--- config.mk ---
export PLATFORM = sky130hd
export DESIGN_NAME = sad_diff_accumulator
export DESIGN_NICKNAME = d
export VERILOG_FILES = /design/src/rtl/sad_diff_accumulator.sv
export SDC_FILE = /design/constraint.sdc
export NUM_CORES = 1
export LEC_CHECK = 0
export ABC_AREA = 1
export BUFFER_PORTS_ARGS = -buffer_cell sky130_fd_sc_hd__buf_2
export CAP_MARGIN = 0
export CORE_MARGIN = 1
export CORE_UTILIZATION = 60
export CTS_CLUSTER_DIAMETER = 30
export DETAILED_ROUTE_END_ITERATION = 7
export PLACE_DENSITY = 0.81
export SLEW_MARGIN = 30
export SYNTH_ARGS = -nofsm -noshare
export SYNTH_HDL_FRONTEND = slang
export SYNTH_SLANG_ARGS = --single-unit
--- constraint.sdc ---
create_clock -name clk -period 4.2 [get_ports clk]
set_input_delay 0 -clock clk [delete_from_list [all_inputs] [get_ports clk]]
set_output_delay 0 -clock clk [all_outputs]
set_load 0.005 [all_outputs]
--- src/rtl/sad_diff_accumulator.sv ---
// Sum of absolute differences over a frame of COUNT pixel pairs, with valid/ready
// on both sides. The pipeline has three registers: input capture, |a-b|, and accumulate.
module sad_diff_accumulator #(
  parameter int WIDTH = 8,
  parameter int COUNT = 16,
  parameter int ACC_W = 12
) (
  input  logic             clk,
  input  logic             rst,
  input  logic             start,
  input  logic             in_valid,
  output logic             in_ready,
  input  logic [WIDTH-1:0] a,
  input  logic [WIDTH-1:0] b,
  output logic             out_valid,
  input  logic             out_ready,
  output logic [ACC_W-1:0] sad,
  output logic             overflow,
  output logic             busy
);

  localparam int CNT_W = $clog2(COUNT + 1);
  localparam logic [ACC_W-1:0] ACC_MAX = '1;

  typedef enum logic [1:0] {IDLE, ACCUM, DRAIN, DONE} state_t;

  state_t           state;
  logic [CNT_W-1:0] cnt;
  logic [WIDTH-1:0] a_reg, b_reg;
  logic             p0_valid;
  logic [WIDTH-1:0] s1_diff;
  logic             s1_valid;
  logic [ACC_W-1:0] acc;
  logic             acc_ovf;

  logic [WIDTH:0]   d;
  logic             borrow;
  logic [WIDTH-1:0] abs_diff;
  logic [ACC_W:0]   sum;
  logic [ACC_W-1:0] acc_next;
  logic             ovf_next;
  logic             take;
  logic             last_pair;

  always_comb begin
    // a - b as a + ~b + 1; a clear carry-out means the subtraction borrowed
    d        = {1'b0, a_reg} + {1'b0, ~b_reg} + (WIDTH+1)'(1);
    borrow   = ~d[WIDTH];
    abs_diff = borrow ? (b_reg - a_reg) : d[WIDTH-1:0];
    sum      = {1'b0, acc} + (ACC_W+1)'(s1_diff);
    acc_next = sum[ACC_W] ? ACC_MAX : sum[ACC_W-1:0];
    ovf_next = acc_ovf | sum[ACC_W];
    take     = in_valid && in_ready;
    last_pair = (cnt == CNT_W'(COUNT - 1));
  end

  always_ff @(posedge clk or posedge rst) begin
    if (rst) begin
      state     <= IDLE;
      in_ready  <= 1'b0;
      out_valid <= 1'b0;
      busy      <= 1'b0;
      sad       <= '0;
      overflow  <= 1'b0;
      cnt       <= '0;
      a_reg     <= '0;
      b_reg     <= '0;
      p0_valid  <= 1'b0;
      s1_diff   <= '0;
      s1_valid  <= 1'b0;
      acc       <= '0;
      acc_ovf   <= 1'b0;
    end else begin
      p0_valid <= take;
      if (take) begin
        a_reg <= a;
        b_reg <= b;
        cnt   <= cnt + CNT_W'(1);
      end
      s1_valid <= p0_valid;
      if (p0_valid) s1_diff <= abs_diff;
      if (s1_valid) begin
        acc     <= acc_next;
        acc_ovf <= ovf_next;
      end

      case (state)
        IDLE: begin
          if (start) begin
            state    <= ACCUM;
            in_ready <= 1'b1;
            busy     <= 1'b1;
            acc      <= '0;
            acc_ovf  <= 1'b0;
            cnt      <= '0;
          end
        end
        ACCUM: begin
          if (take && last_pair) begin
            state    <= DRAIN;
            in_ready <= 1'b0;
          end
        end
        DRAIN: begin
          // Done once the final difference is being folded in and nothing is behind it
          if (s1_valid && !p0_valid) begin
            state     <= DONE;
            out_valid <= 1'b1;
            sad       <= acc_next;
            overflow  <= ovf_next;
          end
        end
        DONE: begin
          if (out_ready) begin
            state     <= IDLE;
            out_valid <= 1'b0;
            busy      <= 1'b0;
          end
        end
        default: state <= IDLE;
      endcase
    end
  end

endmodule

# --- After elaboration in Yosys (flattened, before gate mapping) ---
# Cells that the tools add are included.
word_totals:
  reg_bits: 62
  input_bits: 21
  elab_cells: 65
classes:
  addsub: 5
  eq_ne: 8
  n_mux: 23
  bitwise: 2
  n_reduce_logical: 13
op_table:
  columns: ["cell", "n"]
  rows:
  - ["$mux W12", 4]
  - ["$mux W5", 3]
  - ["$add A12 B8 Y13", 1]
  - ["$add A8 B8 Y9", 1]
  - ["$add A9 B1 Y9 const B", 1]
  - ["$reduce_and A3 Y1", 3]
  - ["$mux W2", 4]
  - ["$mux W8", 1]
  - ["$ne A2 B2 Y1 const B", 4]
  - ["$not A8 Y8", 1]
  - ["$pmux W2 S4", 1]
  - ["$sub A8 B8 Y8", 1]
  - ["$mux W1", 7]
  - ["$pmux W1 S2", 3]
  - ["$reduce_bool A2 Y1", 3]
  - ["$add A5 B1 Y5 const B", 1]
  - ["$eq A5 B4 Y1 const B", 1]
  - ["$eq A2 B2 Y1 const B", 2]
  - ["$reduce_and A4 Y1", 1]
  - ["$logic_and A1 B1 Y1", 3]
  - ["$eq A2 B1 Y1 const B", 1]
  - ["$logic_not A2 Y1", 1]
  - ["$reduce_and A2 Y1", 1]
  - ["$logic_not A1 Y1", 1]
  - ["$or A1 B1 Y1", 1]

# --- Depth between registers and ports, before layout ---
logic_depth:
  depth_word: 5
  mapped_depth: 13

# --- Least setup slack after synthesis ---
# Ideal clock, no wire load.
synth_timing:
  path_kind: "reg-to-reg"
  start: "register s1_diff[0]"
  end: "register acc[3]"
  setup_time_ps: 117
  arrival_ps: 1720
  required_time_ps: 4083
  slack_ps: 2363
  stages_incl_launch_ff: 12
  path_buffers: 1
  period_less_slack_ps: 1837
  cell_sequence: "dfrtp_1 > ha_1 > fa_1 > nand2_2 > o21ai_4 > nand2_2 > nand2_2 > nand2_2 > buf_6 > nand3_1 > o21ai_1 > inv_1"
synth_between:
  elab_chain_cells: 5
synth_lines:
  columns: ["element", "line", "source"]
  rows:
  - ["start, declared", "31", "logic [WIDTH-1:0] s1_diff;"]
  - ["start signal, assigned", "81", "if (p0_valid) s1_diff <= abs_diff;"]
  - ["$add A12 B8 Y13 *", "50", "sum = {1'b0, acc} + (ACC_W+1)'(s1_diff);"]
  - ["$mux W12 *", "51", "acc_next = sum[ACC_W] ? ACC_MAX : sum[ACC_W-1:0];"]
  - ["$mux W12 *", "82", "if (s1_valid) begin"]
  - ["$mux W12", "89", "if (start) begin"]
  - ["$mux W12 *", "87", "case (state)"]
  - ["end signal, assigned", "83", "acc <= acc_next;"]
  - ["end, declared", "33", "logic [ACC_W-1:0] acc;"]
# Every way passes the cells marked *; elsewhere a longest branch is shown, timed or not.
# A chain may end at the register's enable or synchronous reset.

# --- Final worst setup path ---
layout_timing:
  start: "register s1_diff[0]"
  end: "register acc[7]"
# The elaborated chain is that of the path after synthesis.

==> summary.txt <==
Pleak - 0.00244 uW
Synth async-reset ratio - 100%
H-tree Lvls - 3
Min cycle time layout - 2080 ps
Clk Latency, worst-skew pair - 360 ps
GR Overflow Total - 0
Num ports - 37
Post-route DRC - 0
Post-synthesis cell type count - 33
Final period util - 49.6%
Final Wtd Congestion - 0.928
Die area - 6740 um2
Wire length on met3 - 274 um
Final setup viols - 0
RSZ-0062 raised after global routing - false
Detailed-route wire length per cell - 13.4 um
Avg Inst Size Synth - 7.50 um2
Top Layer Used - met4
Met2 WL - 4340 um
Final worst slack - 2120 ps
Initial antenna violation count - 0
Element type at the critical path start - flop
Vias in the first global route - 3224
Most frequent cells in the layout - 157 x nand2_1, 65 x inv_1, 62 x dfrtp_1
Setup WS pre-CTS - 2160 ps
Slew Viols, Final - 0
Arr. time, crit path - 2300 ps
Core area - 6060 um2
Fillcell total - 464
Area grow syn2layout - 15.2%
Layout cells sized above 1 - 12.8%
Commonest non-fill, non-tap cell in the layout - nand2_1
VDD IR max - 0.573 mV
Sequential fraction of the synthesis area - 40.3%
Fin. Hold Viols - 0
# hold bufs at CTS - 17
Primary FF master, synth - dfrtp_1
Setup TNS - 0 ps
Slew margin rel. - 47.1%
Register bit count reported by yosys - 62
Power density over the cells - 892 nW/um2
FP Rows - 28
Via/cell ratio - 5.24
Num Clock Sinks - 62
Peak fanout along the critical path - 11
Total GRT Usage - 28.6%
Tightest Pin Transition - 788 ps
Largest net degree at the start of global routing - 63
First-pass GRT wire length - 14300 um
Die Y-Extent - 82.1 um
Mapped Cells - 513
Fmax - 480 MHz
Final ANT Viol Nets - 0
Diodes inserted - 0
Post-CTS setup buffer count - 0
Maxcap violations - 0
Syn Nets - 566
Clock transition at the registers of the reported paths - 80 ps
Cts bufs inserted - 9
Metal-1 WL - 3860 um
Initial core utilization - 63.5%
Synthesized area - 3850 um2
Largest registers - acc (12), sad (12)
Routed wire length - 8620 um
Status - completed
Final net count - 618
Pre-antenna DRT Iters - 5
Clock tree buffer depth - 2
Root Buffer - clkbuf_8
CP required - 4420 ps
Clock Skews - 7.80 ps
Number of synthesized flops with an enable pin - 0
Critical Path Sink Type - flop
Final core utilization - 73.1%
Iter 0 DRT Violations - 177
Port buffer count - 36
Multi-input gate area in the final layout - 1960 um2
Post-DP HPWL - 6020 um
CTS tree - done
Die span in x - 82.1 um
Via Count - 3377
HP Class - input port to flop
Post_cts resized - 0
Sequential Area - 1550 um2
YS warnings - 0
Setup CP Type - flop to flop
## path summary, 6_finish.rpt
check	endpoint	cells after the start	slack, ps	from
worst max-delay path	acc[7]	10	2120	s1_diff[0]
worst min-delay path	out_valid	5	4	out_ready
worst max register to register	acc[7]	10	2120	s1_diff[0]
worst min register to register	sad[6]	2	480	sad[6]
max in group asynchronous	b_reg[2]	4	3250	rst
min in group asynchronous	out_valid	4	440	rst
## Yosys cell counts, types with 2 or more instances
cell | n | area (um2)
buf_1 | 2 | 7.51
o21ai_2 | 2 | 17.5
buf_2 | 7 | 35.0
nand3_2 | 2 | 20.0
a21o_1 | 3 | 22.5
dfrtp_1 | 62 | 1550
clkbuf_1 | 3 | 11.3
xor2_1 | 7 | 61.3
inv_1 | 67 | 251
ha_1 | 29 | 363
nand4_1 | 5 | 31.3
a21oi_2 | 3 | 26.3
nand2_1 | 157 | 589
o21ai_1 | 12 | 60.1
fa_1 | 3 | 60.1
nand2_2 | 4 | 25.0
xnor2_1 | 3 | 26.3
a31oi_1 | 3 | 18.8
nor3_1 | 2 | 10.0
nor2_1 | 53 | 199
o21ai_0 | 32 | 160
nand3_1 | 23 | 115
inv_2 | 5 | 18.8
a21oi_1 | 15 | 75.1
## cell families (layout without fill, tap and decap cells)
| group | after synthesis | count (layout) | share of synthesized area (%) |
|---|---|---|---|
| and+or+nand+nor | 247 | 247 | 26.0 |
| adders and majority gates | 32 | 32 | 11.0 |
| AOI/OAI and AO/OA | 77 | 77 | 11.7 |
| DFF | 62 | 62 | 40.3 |
| xor gates and xnor gates | 10 | 10 | 2.28 |
| buffers and inverters | 85 | 142 | 8.72 |
## area by class of cell
type / instances / share of cell area (%)
Timing Repair Buffer: 54 / 8.08
Inverter: 72 / 6.10
Clock inverter: 7 / 1.64
Tap cell: 75 / 2.12
Sequential cell: 62 / 35.0
Multi-Input combinational cell: 366 / 44.3
Clock buffer: 9 / 2.80
## stage by stage
step	power (uW)	hold slack, ps	instances	instance area (um2)
4_1_cts	3940	4.71	645	4430
3_5_place_dp	3370	212	612	4060
3_3_place_gp	3310	196	612	4060
6_report	3950	3.73	645	4430
5_1_grt	4360	29.6	645	4430
2_1_floorplan	2850	110	513	3850
## per-layer routing
metal | track usage [%] | up-vias
li1 | - | 1716
met1 | 34.4 | 1570
met2 | 49.9 | 74
met3 | 6.89 | 17
met4 | 9.47 | 0
met5 | 0 | -
## where the power goes
group          leakage [uW]  internal [uW]  switching (uW)
combinational       0.00157            882            1450
clock             0.0000956            274             264
sequential         0.000776            872             208
total               0.00244           2030            1920
## worst max-delay path: stages, from the launching register on
cell	delay [ps]
dfrtp_1	390
ha_1	250
fa_1	420
nand2_2	120
o21ai_4	70
nand2_2	70
nand2_2	80
nand2_2	200
inv_2	90
nor2_1	150
a21oi_1	100
(Power assumes the default switching activity.)
